===== config.mk =====
export PLATFORM = sky130hd
export DESIGN_NAME = piano_game_seq
export DESIGN_NICKNAME = d
export VERILOG_FILES = /design/src/rtl/piano_game_seq.sv
export SDC_FILE = /design/constraint.sdc
export NUM_CORES = 1
export LEC_CHECK = 0
export BUFFER_PORTS_ARGS = -buffer_cell sky130_fd_sc_hd__buf_4
export CORE_MARGIN = 10
export CORE_UTILIZATION = 50
export DETAILED_ROUTE_END_ITERATION = 10
export PLACE_DENSITY_LB_ADDON = 0.08
export SYNTH_ARGS = -nofsm -noshare
export SYNTH_HDL_FRONTEND = slang
export SYNTH_SLANG_ARGS = --single-unit

===== constraint.sdc =====
create_clock -name clk -period 2.9 [get_ports clk]
set_input_delay 0.58 -clock clk [delete_from_list [all_inputs] [get_ports clk]]
set_output_delay 0.58 -clock clk [all_outputs]
set_load 0.01 [all_outputs]

===== src/rtl/piano_game_seq.sv =====
// piano_game_seq: note-sequence game controller with score, lives and optional per-note timeout
module piano_game_seq #(
  parameter int NOTE_W = 3,
  parameter int SEQ_LEN = 28,
  parameter int MAX_MISS = 3,
  parameter int TIMEOUT = 50_000_000,
  parameter int IDX_W = $clog2(SEQ_LEN + 1),
  parameter int LIV_W = $clog2(MAX_MISS + 1)
) (
  input  logic              clk,
  input  logic              reset,
  input  logic              start,
  input  logic [NOTE_W-1:0] note_sw,
  output logic [IDX_W-1:0]  rom_addr,
  input  logic [NOTE_W-1:0] rom_data,
  output logic              busy,
  output logic              win,
  output logic              lose,
  output logic [IDX_W-1:0]  score,
  output logic [LIV_W-1:0]  lives,
  output logic [NOTE_W-1:0] last_note,
  output logic              hit,
  output logic              miss
);
  localparam int TW = TIMEOUT > 1 ? $clog2(TIMEOUT) : 1;
  localparam logic [TW-1:0] T_LAST = TW'(TIMEOUT > 0 ? TIMEOUT - 1 : 0);
  localparam logic [IDX_W-1:0] I_LAST = IDX_W'(SEQ_LEN - 1);
  localparam logic [LIV_W-1:0] L_ONE = LIV_W'(1);
  typedef enum logic [2:0] {IDLE, WAIT_NOTE, RELEASE, WIN, LOSE} state_t;
  state_t state, state_n;
  logic [IDX_W-1:0] idx, idx_n, score_n;
  logic [LIV_W-1:0] lives_n;
  logic [NOTE_W-1:0] last_n;
  logic [TW-1:0] timer, timer_n;
  logic retry, retry_n, hit_n, miss_n;
  assign rom_addr = idx;
  assign busy = state == WAIT_NOTE || state == RELEASE;
  assign win = state == WIN;
  assign lose = state == LOSE;
  // next-state and next-value logic for the game round
  always_comb begin
    state_n = state;
    idx_n = idx;
    score_n = score;
    lives_n = lives;
    last_n = last_note;
    timer_n = timer;
    retry_n = retry;
    hit_n = 1'b0;
    miss_n = 1'b0;
    case (state)
      WAIT_NOTE:
        if (note_sw != '0) begin
          timer_n = '0;
          if (note_sw == rom_data) begin
            hit_n = 1'b1;
            score_n = score + 1'b1;
            last_n = note_sw;
            retry_n = 1'b0;
            state_n = RELEASE;
          end else begin
            miss_n = 1'b1;
            lives_n = lives - 1'b1;
            retry_n = 1'b1;
            state_n = lives == L_ONE ? LOSE : RELEASE;
          end
        end else if (TIMEOUT != 0 && timer == T_LAST) begin
          miss_n = 1'b1;
          lives_n = lives - 1'b1;
          timer_n = '0;
          state_n = lives == L_ONE ? LOSE : WAIT_NOTE;
        end else if (TIMEOUT != 0) begin
          timer_n = timer + 1'b1;
        end
      RELEASE: begin
        timer_n = '0;
        if (note_sw == '0) begin
          state_n = !retry && idx == I_LAST ? WIN : WAIT_NOTE;
          idx_n = retry || idx == I_LAST ? idx : idx + 1'b1;
        end
      end
      default:
        if (start) begin
          state_n = WAIT_NOTE;
          idx_n = '0;
          score_n = '0;
          lives_n = LIV_W'(MAX_MISS);
          timer_n = '0;
          last_n = '0;
          retry_n = 1'b0;
        end
    endcase
  end
  // register state, counters and the hit/miss pulses
  always_ff @(posedge clk) begin
    if (reset) begin
      state <= IDLE;
      idx <= '0;
      score <= '0;
      lives <= '0;
      last_note <= '0;
      timer <= '0;
      retry <= 1'b0;
      hit <= 1'b0;
      miss <= 1'b0;
    end else begin
      state <= state_n;
      idx <= idx_n;
      score <= score_n;
      lives <= lives_n;
      last_note <= last_n;
      timer <= timer_n;
      retry <= retry_n;
      hit <= hit_n;
      miss <= miss_n;
    end
  end
endmodule


==> results of run 1 <==
==> stage by stage <==
step / worst slack, ns / power (W)
final: 0.591 / 0.00142
after global routing: 0.339 / 0.00151
after CTS: 0.610 / 0.00144
after detailed placement: 0.614 / 0.00105
after global placement: 0.703 / 0.00104
after floorplan: 1.06 / 0.000941
==> placed cells by master (no fill, tap or decap), types with 2 or more instances in the layout <==
master / synthesis / routed
mux2i_1: 2 / 2
or3_1: 4 / 4
xor2_1: 15 / 15
o21ai_0: 8 / 8
nor4_2: 3 / 3
nand2_1: 20 / 20
nor4_1: 2 / 2
clkinv_2: 0 / 3
o41ai_1: 2 / 2
a31oi_1: 5 / 5
nand4_1: 12 / 12
o21ai_1: 2 / 2
and3_1: 5 / 5
nor2_1: 40 / 40
nor3b_2: 2 / 2
a22o_1: 4 / 4
buf_4: 3 / 31
a41oi_1: 2 / 2
or3b_1: 2 / 2
nand3_1: 14 / 14
a21oi_1: 15 / 15
inv_1: 6 / 6
a32oi_1: 2 / 2
xnor2_1: 9 / 9
ha_1: 4 / 4
nor3_1: 13 / 13
nor3_2: 3 / 3
clkbuf_8: 0 / 5
nor4_4: 2 / 2
and2_1: 2 / 2
dfxtp_1: 47 / 47
nor4b_1: 2 / 2
==> power by group through the flow <==
stage / combinational (W) / sequential, W / clock (W)
6_report: 0.000330 / 0.000703 / 0.000392
5_1_grt: 0.000369 / 0.000709 / 0.000431
4_1_cts: 0.000331 / 0.000703 / 0.000404
3_5_place_dp: 0.000329 / 0.000718 / 0
3_3_place_gp: 0.000326 / 0.000717 / 0
2_1_floorplan: 0.000229 / 0.000711 / 0
==> critical path: stages (launching register included) <==
cell and delay [ns]:
dfxtp_1 0.45, nor3b_2 0.49, nand2_1 0.26, a211oi_2 0.64, a41oi_1 0.23, a31oi_1 0.17
==> flip-flops by register name (all words and copies together), names as in the netlist <==
| register | flops |
|---|---|
| hit | 1 |
| last_note | 3 |
| lives | 2 |
| miss | 1 |
| retry | 1 |
| rom_addr | 5 |
| score | 5 |
| state | 3 |
| timer | 26 |
==> metal layers <==
| layer | vias to the layer above | GRT usage (%) | part of all wire, % |
|---|---|---|---|
| li1 | 1086 | - | - |
| met1 | 1026 | 20.1 | 50 |
| met2 | 51 | 20.5 | 43 |
| met3 | 6 | 4.16 | 6.0 |
| met4 | 0 | 4.11 | 1.2 |
| met5 | - | 0 | 0 |
==> worst max path at each step <==
stage | from | to | slack [ns]
after global placement | note_sw[0] | timer[23] | 0.70
after CTS | state[0] | timer[23] | 0.61
after floorplan | note_sw[0] | state[0] | 1.06
final | state[0] | timer[23] | 0.59
after detailed placement | note_sw[0] | timer[23] | 0.61
after global routing | state[0] | timer[24] | 0.34
==> cell families (layout without fill, tap and decap cells) <==
| family | after synthesis | count (layout) |
|---|---|---|
| AOI/OAI and AO/OA | 52 | 52 |
| muxes | 2 | 2 |
| DFF | 47 | 47 |
| and+or+nand+nor | 137 | 137 |
| xor gates and xnor gates | 24 | 24 |
| buffers and inverters | 14 | 45 |
| adders and majority gates | 4 | 4 |
==> final cells by class <==
type	count	area share, %
flip-flops and latches	47	33.6
well taps	67	3.00
clock buffers	5	2.46
repair buffers	31	8.31
clock inverters	3	0.536
multi-input cells	219	51.3
inverters	6	0.805
==> results.tsv, run 1 <==
metric	value	unit
max_freq	0.433	GHz
post_synth.cell_area_avg	8.73	um2
end_kind	flop	
cts_tree	built	
yosysTopAreaCell	dfxtp_1	
hold_path_end	last_note[0]	
status	complete, no violations	
antenna_found_initial	0	
initial_utilization	51.8	%
p_per_area	509	mW/mm2
clk_latency	0.30	ns
drv_cap	0	
postCtsSetupBuffers	0	
fin_nets	323	
setup_viol	0	
yosys_warnings	0	
synth_ff_type	dfxtp_1	
ant_nets	0	
die_area	0.00809	mm2
synth-xor-area-share	8.60	%
synth.most_common_cell	dfxtp_1	
io_pins	29	
synth-compound-area-share	14.7	%
fin_crit	2.31	ns
via_count	2169	
synth_cell_type_count	55	
critPathKind	reg2reg	
reg2reg_to	timer[23]	
core_area	0.00472	mm2
synthAdderAreaFrac	2.05	%
cp.required	3.13	ns
maxSlewViolCount	0	
ys_top_cells_by_area	dfxtp_1 38%, nor2_1 6.1%, xor2_1 5.4%	
syn_nets	293	
p_clk_share	27.5	%
place.gp.congestion	0.845	
placed_cells	370	
seq_area_frac_synth	38.5	%
fin_skew	0.00309	ns
path_clk_slew	0.09	ns
switching_power	0.000462	W
relSlewSlack	49.8	%
io_buffers	28	
async_flop_share	0	%
p_comb_share	23.2	%
post-route-util	59.3	%
drtPass1Iterations	4	
hold_path.class	reg2reg	
avgViaCountPerCell	5.74	
rsz0062_at_grt	no	
cp_max_fo	12	
grt_overflow	0	
intPower	0.000963	W
hold_buffers	0	
switching_share	32.4	%
cts_resized	0	
drtIter0Drc	189	
rows	25	
place_hpwl	4110	um
track_usage	14.3	%
min_path_cells	1	
fin_cells	378	
grt_max_degree	18	
placed_cell_area	0.00272	mm2
chipHeight	89.9	um
rr_worst_depth	5	
hold_start	last_note[0]	
seq_power_share	49.3	%
arrival	2.54	ns
multi_input_area	0.00144	mm2
drc	0	
antenna_cells	0	
grt_pass1_wl	9940	um
cts_buffer_depth	2	
die_w	89.9	um
synth_seq_cells	47	
vdd_ir_drop_max	0.323	mV
grt_pass1_vias	2023	
cts_sinks	47	
post-route-period-util	79.6	%
synth_common_cells	47 x dfxtp_1, 40 x nor2_1, 20 x nand2_1	
cts_htree_levels	2	
synth-edff-count	0	
fin_area	0.00280	mm2
root_buffer	clkbuf_8	
tightest_slew	0.749	ns
r2r_slack	0.59	ns
area_delta_synth_final	14.5	%
synthSimpleGateAreaFrac	32.5	%
startpoint_type	flop	
regArea	941	um2
netlist_area	0.00244	mm2
yosysTopAreaCellShare	38.5	%
synth_mux_area_share	0.819	%
routedWlPerCell	15.1	um
n_fill_cell	439	
hold_viol	0	
synth_top_family_by_area	simple AND/OR/NAND/NOR gates	
cts_buffers	5	
leakage	1.03	nW
hold_ws	0.487	ns
tns	0	ns
routed_wirelength	5700	um
drive_gt1_share	18.6	%
regToRegStartpoint	state[0]	
syn_inst	280	
(Power assumes the default switching activity.)
==> inputs of run 2 (changes only) <==
Clock period 2.9 ns to 2.4 ns, I/O delays scaled along.
==> run 2 against run 1 <==
  * Core utilization is 0.42 points higher
  * Flip-flop and latch count stayed put
  * Clock skew is 0.0021 ns higher
  * Largest cell class unchanged
==> results.tsv, run 2 (synthesized netlist as in run 1, its figures left out) <==
metric	value	unit
status	complete, no violations	
core_area	0.00472	mm2
rr_worst_depth	5	
max_freq	0.470	GHz
root_buffer	clkbuf_8	
reg2reg_to	state[1]	
arrival	2.36	ns
hold_path_end	state[2]	
area_delta_synth_final	15.3	%
path_clk_slew	0.08	ns
regArea	941	um2
hold_buffers	0	
grt_max_degree	18	
io_buffers	28	
drive_gt1_share	18.8	%
fin_nets	326	
grt_pass1_wl	9310	um
drtIter0Drc	135	
cts_buffer_depth	2	
final_common_cell	dfxtp_1	
final_cell_mix	47 x dfxtp_1, 40 x nor2_1, 34 x buf_4	
startpoint_type	flop	
rsz0062_at_grt	no	
largest_register_ffs	26	
end_kind	flop	
die_area	0.00809	mm2
antenna_found_initial	0	
via_count	2120	
post-route-util	59.7	%
p_per_area	609	mW/mm2
routed_wirelength	5580	um
grt_pass1_vias	1936	
maxSlewViolCount	0	
cts_sinks	47	
tns	0	ns
hold_path.class	in2reg	
die_w	89.9	um
antenna_cells	0	
vdd_ir_drop_max	0.383	mV
cp.required	2.63	ns
fin_skew	0.00521	ns
cts_htree_levels	2	
cp_max_fo	14	
grt_overflow	0	
place.gp.congestion	0.839	
routedWlPerCell	14.6	um
drc	0	
min_path_cells	2	
setup_viol	0	
multi_input_area	0.00144	mm2
drv_cap	0	
cts_tree	built	
io_pins	29	
place_hpwl	4130	um
critPathKind	reg2reg	
track_usage	13.3	%
ant_nets	0	
chipHeight	89.9	um
hold_viol	0	
postCtsSetupBuffers	0	
totalPowerFinal	0.00172	W
initial_utilization	51.8	%
n_fill_cell	448	
relSlewSlack	66.4	%
hold_start	start	
post-route-period-util	88.7	%
leakage	1.04	nW
cts_buffers	5	
clk_latency	0.29	ns
drtPass1Iterations	5	
r2r_slack	0.27	ns
avgViaCountPerCell	5.56	
largest-register	timer	
tightest_slew	0.500	ns
cts_resized	0	
rows	25	
fin_crit	2.13	ns
regToRegStartpoint	state[0]	
-- run 2: final cells by class --
class	count	area share [%]
multi-input cells	219	50.9
flip-flops and latches	47	33.4
repair buffers	34	9.05
well taps	67	2.97
clock buffers	7	2.71
inverters	6	0.799
clock inverters	1	0.178
-- run 2: metal layers --
layer  wire length, um  track usage (%)
met3               352             3.82
met5                 0                0
met1              2860             18.5
met2              2310             19.4
met4                63             3.98
-- run 2: worst max path at each step --
stage,start,to,slack [ns],cells past startpoint
floorplan,note_sw[0],state[0],0.66,5
global placement,state[0],state[1],0.33,5
detailed placement,state[0],state[1],0.31,5
CTS,state[0],state[1],0.30,5
global route,state[0],state[1],0.15,5
finish,state[0],state[1],0.27,5
-- run 2: metrics by stage --
stage	cell area [um2]	setup slack [ns]	hold slack (ns)	std cells
after floorplan	2440	0.658	0.452	280
after global placement	2740	0.328	0.460	373
after detailed placement	2740	0.314	0.456	373
after CTS	2820	0.301	0.413	381
after global routing	2820	0.149	0.418	381
final	2820	0.270	0.428	381
-- run 2: report_power, final --
part	total (W)	switching, W	leakage, nW	internal [W]
clock	0.000453	0.000248	0.0422	0.000205
sequential	0.000850	0.0000385	0.380	0.000811
combinational	0.000415	0.000252	0.615	0.000163
-- run 2: worst max-delay path, stage by stage, from the launching register on --
cell and delay (ns):
dfxtp_1 0.45, or3b_1 0.57, nand3_2 0.33, o21ai_0 0.20
or3_1 0.37, a21oi_1 0.13
==> inputs of run 3 (changes only) <==
Settings changed: CORE_UTILIZATION 50 to 39.
==> run 3 against run 2 <==
  * Sequential share of layout area shrank 0.15 points
  * Clock power rose by 6.2%
  * Highest routed layer unchanged
  * Fmax rose by 1.9%
  * Largest cell class unchanged
  * Wire length up 4.6%
  * Critical endpoint is now busy
==> results.tsv, run 3 (synthesized netlist as in run 1, its figures left out) <==
metric	value	unit
place.gp.congestion	0.816	
fin_cells	389	
cp.required	1.92	ns
status	complete, no violations	
regToRegStartpoint	state[0]	
relSlewSlack	63.5	%
place_hpwl	4390	um
hold_path.class	in2reg	
p_per_area	617	mW/mm2
antenna_cells	0	
grt_max_degree	18	
track_usage	12.0	%
totalPowerFinal	0.00175	W
tns	0	ns
setup_viol	0	
largest-register	timer	
area_delta_synth_final	15.8	%
drtIter0Drc	139	
antenna_found_initial	0	
vdd_ir_drop_max	0.325	mV
cts_htree_levels	2	
root_buffer	clkbuf_8	
largest_register_ffs	26	
drc	0	
chipHeight	99.2	um
io_pins	29	
end_kind	primary output	
cts_tree	built	
critPathKind	reg2out	
core_area	0.00599	mm2
regArea	941	um2
fin_skew	0.0101	ns
routedWlPerCell	15.0	um
placed_cells	381	
clk_latency	0.31	ns
grt_overflow	0	
cts_buffer_depth	2	
hold_viol	0	
initial_utilization	40.8	%
hold_path_end	state[2]	
pre_cts_slack	0.407	ns
leakage	1.04	nW
rows	28	
cp_max_fo	10	
cts_buffers	5	
cts_sinks	47	
final_common_cell	dfxtp_1	
r2r_slack	0.41	ns
final_cell_mix	47 x dfxtp_1, 40 x nor2_1, 34 x buf_4	
io_buffers	28	
tightest_slew	0.540	ns
cts_resized	0	
grt_pass1_wl	10100	um
via_count	2155	
drive_gt1_share	19.4	%
fin_crit	2.09	ns
routed_wirelength	5830	um
arrival	1.61	ns
post-route-period-util	87.1	%
n_fill_cell	625	
postCtsSetupBuffers	0	
rr_worst_depth	5	
drv_cap	0	
die_area	0.00984	mm2
die_w	99.2	um
rsz0062_at_grt	no	
hold_start	start	
reg2reg_to	state[1]	
grt_pass1_vias	2045	
ant_nets	0	
multi_input_area	0.00144	mm2
avgViaCountPerCell	5.54	
startpoint_type	flop	
min_path_cells	2	
path_clk_slew	0.09	ns
maxSlewViolCount	0	
fin_ws	0.310	ns
max_freq	0.478	GHz
drtPass1Iterations	4	
fin_nets	326	
hold_buffers	0	
-- run 3: cell types whose count changed in the layout (fill, tap and decap cells not counted), sizes merged --
cell,delta
clkinv,+2
clkbuf,-2
-- run 3: per-layer routing --
metal  GRT usage [%]  up-vias  routed length, um
li1                -     1093                  -
met1            16.3     1014               3070
met2            18.1       43               2470
met3            3.60        5                245
met4            2.98        0                 53
met5               0        -                  0
-- run 3: layout make-up --
class | count | share of cell area, %
Timing Repair Buffer | 34 | 9.01
Sequential cell | 47 | 33.2
Tap cell | 75 | 3.31
Clock buffer | 5 | 2.43
Clock inverter | 3 | 0.530
Multi-Input combinational cell | 219 | 50.7
Inverter | 6 | 0.795
-- run 3: power by group --
group / switching [W] / leakage, nW / internal (W)
Sequential: 0.0000391 / 0.380 / 0.000811
Combinational: 0.000253 / 0.615 / 0.000162
Clock: 0.000280 / 0.0477 / 0.000200
Total: 0.000572 / 1.04 / 0.00117
-- run 3: metrics by stage --
stage | cell area, um2 | hold slack, ns | util (%)
2_1_floorplan | 2440 | 0.452 | -
3_3_place_gp | 2750 | 0.463 | 45.9
3_5_place_dp | 2750 | 0.458 | 45.9
4_1_cts | 2830 | 0.415 | 47.3
5_1_grt | 2830 | 0.426 | 47.3
6_report | 2830 | 0.425 | 47.3
-- run 3: worst max path at each step --
| stage | startpoint | end | slack, ns | cells past startpoint |
|---|---|---|---|---|
| floorplan | note_sw[0] | state[0] | 0.66 | 5 |
| global placement | note_sw[2] | last_note[0] | 0.38 | 6 |
| detailed placement | note_sw[2] | last_note[2] | 0.41 | 6 |
| CTS | state[0] | busy | 0.31 | 3 |
| global route | state[0] | busy | 0.19 | 3 |
| finish | state[0] | busy | 0.31 | 3 |
-- run 3: worst max-delay path, stage by stage (launching register included) --
cell and delay, ns:
dfxtp_1 0.47, or3b_1 0.56, nand2_1 0.14, buf_4 0.13
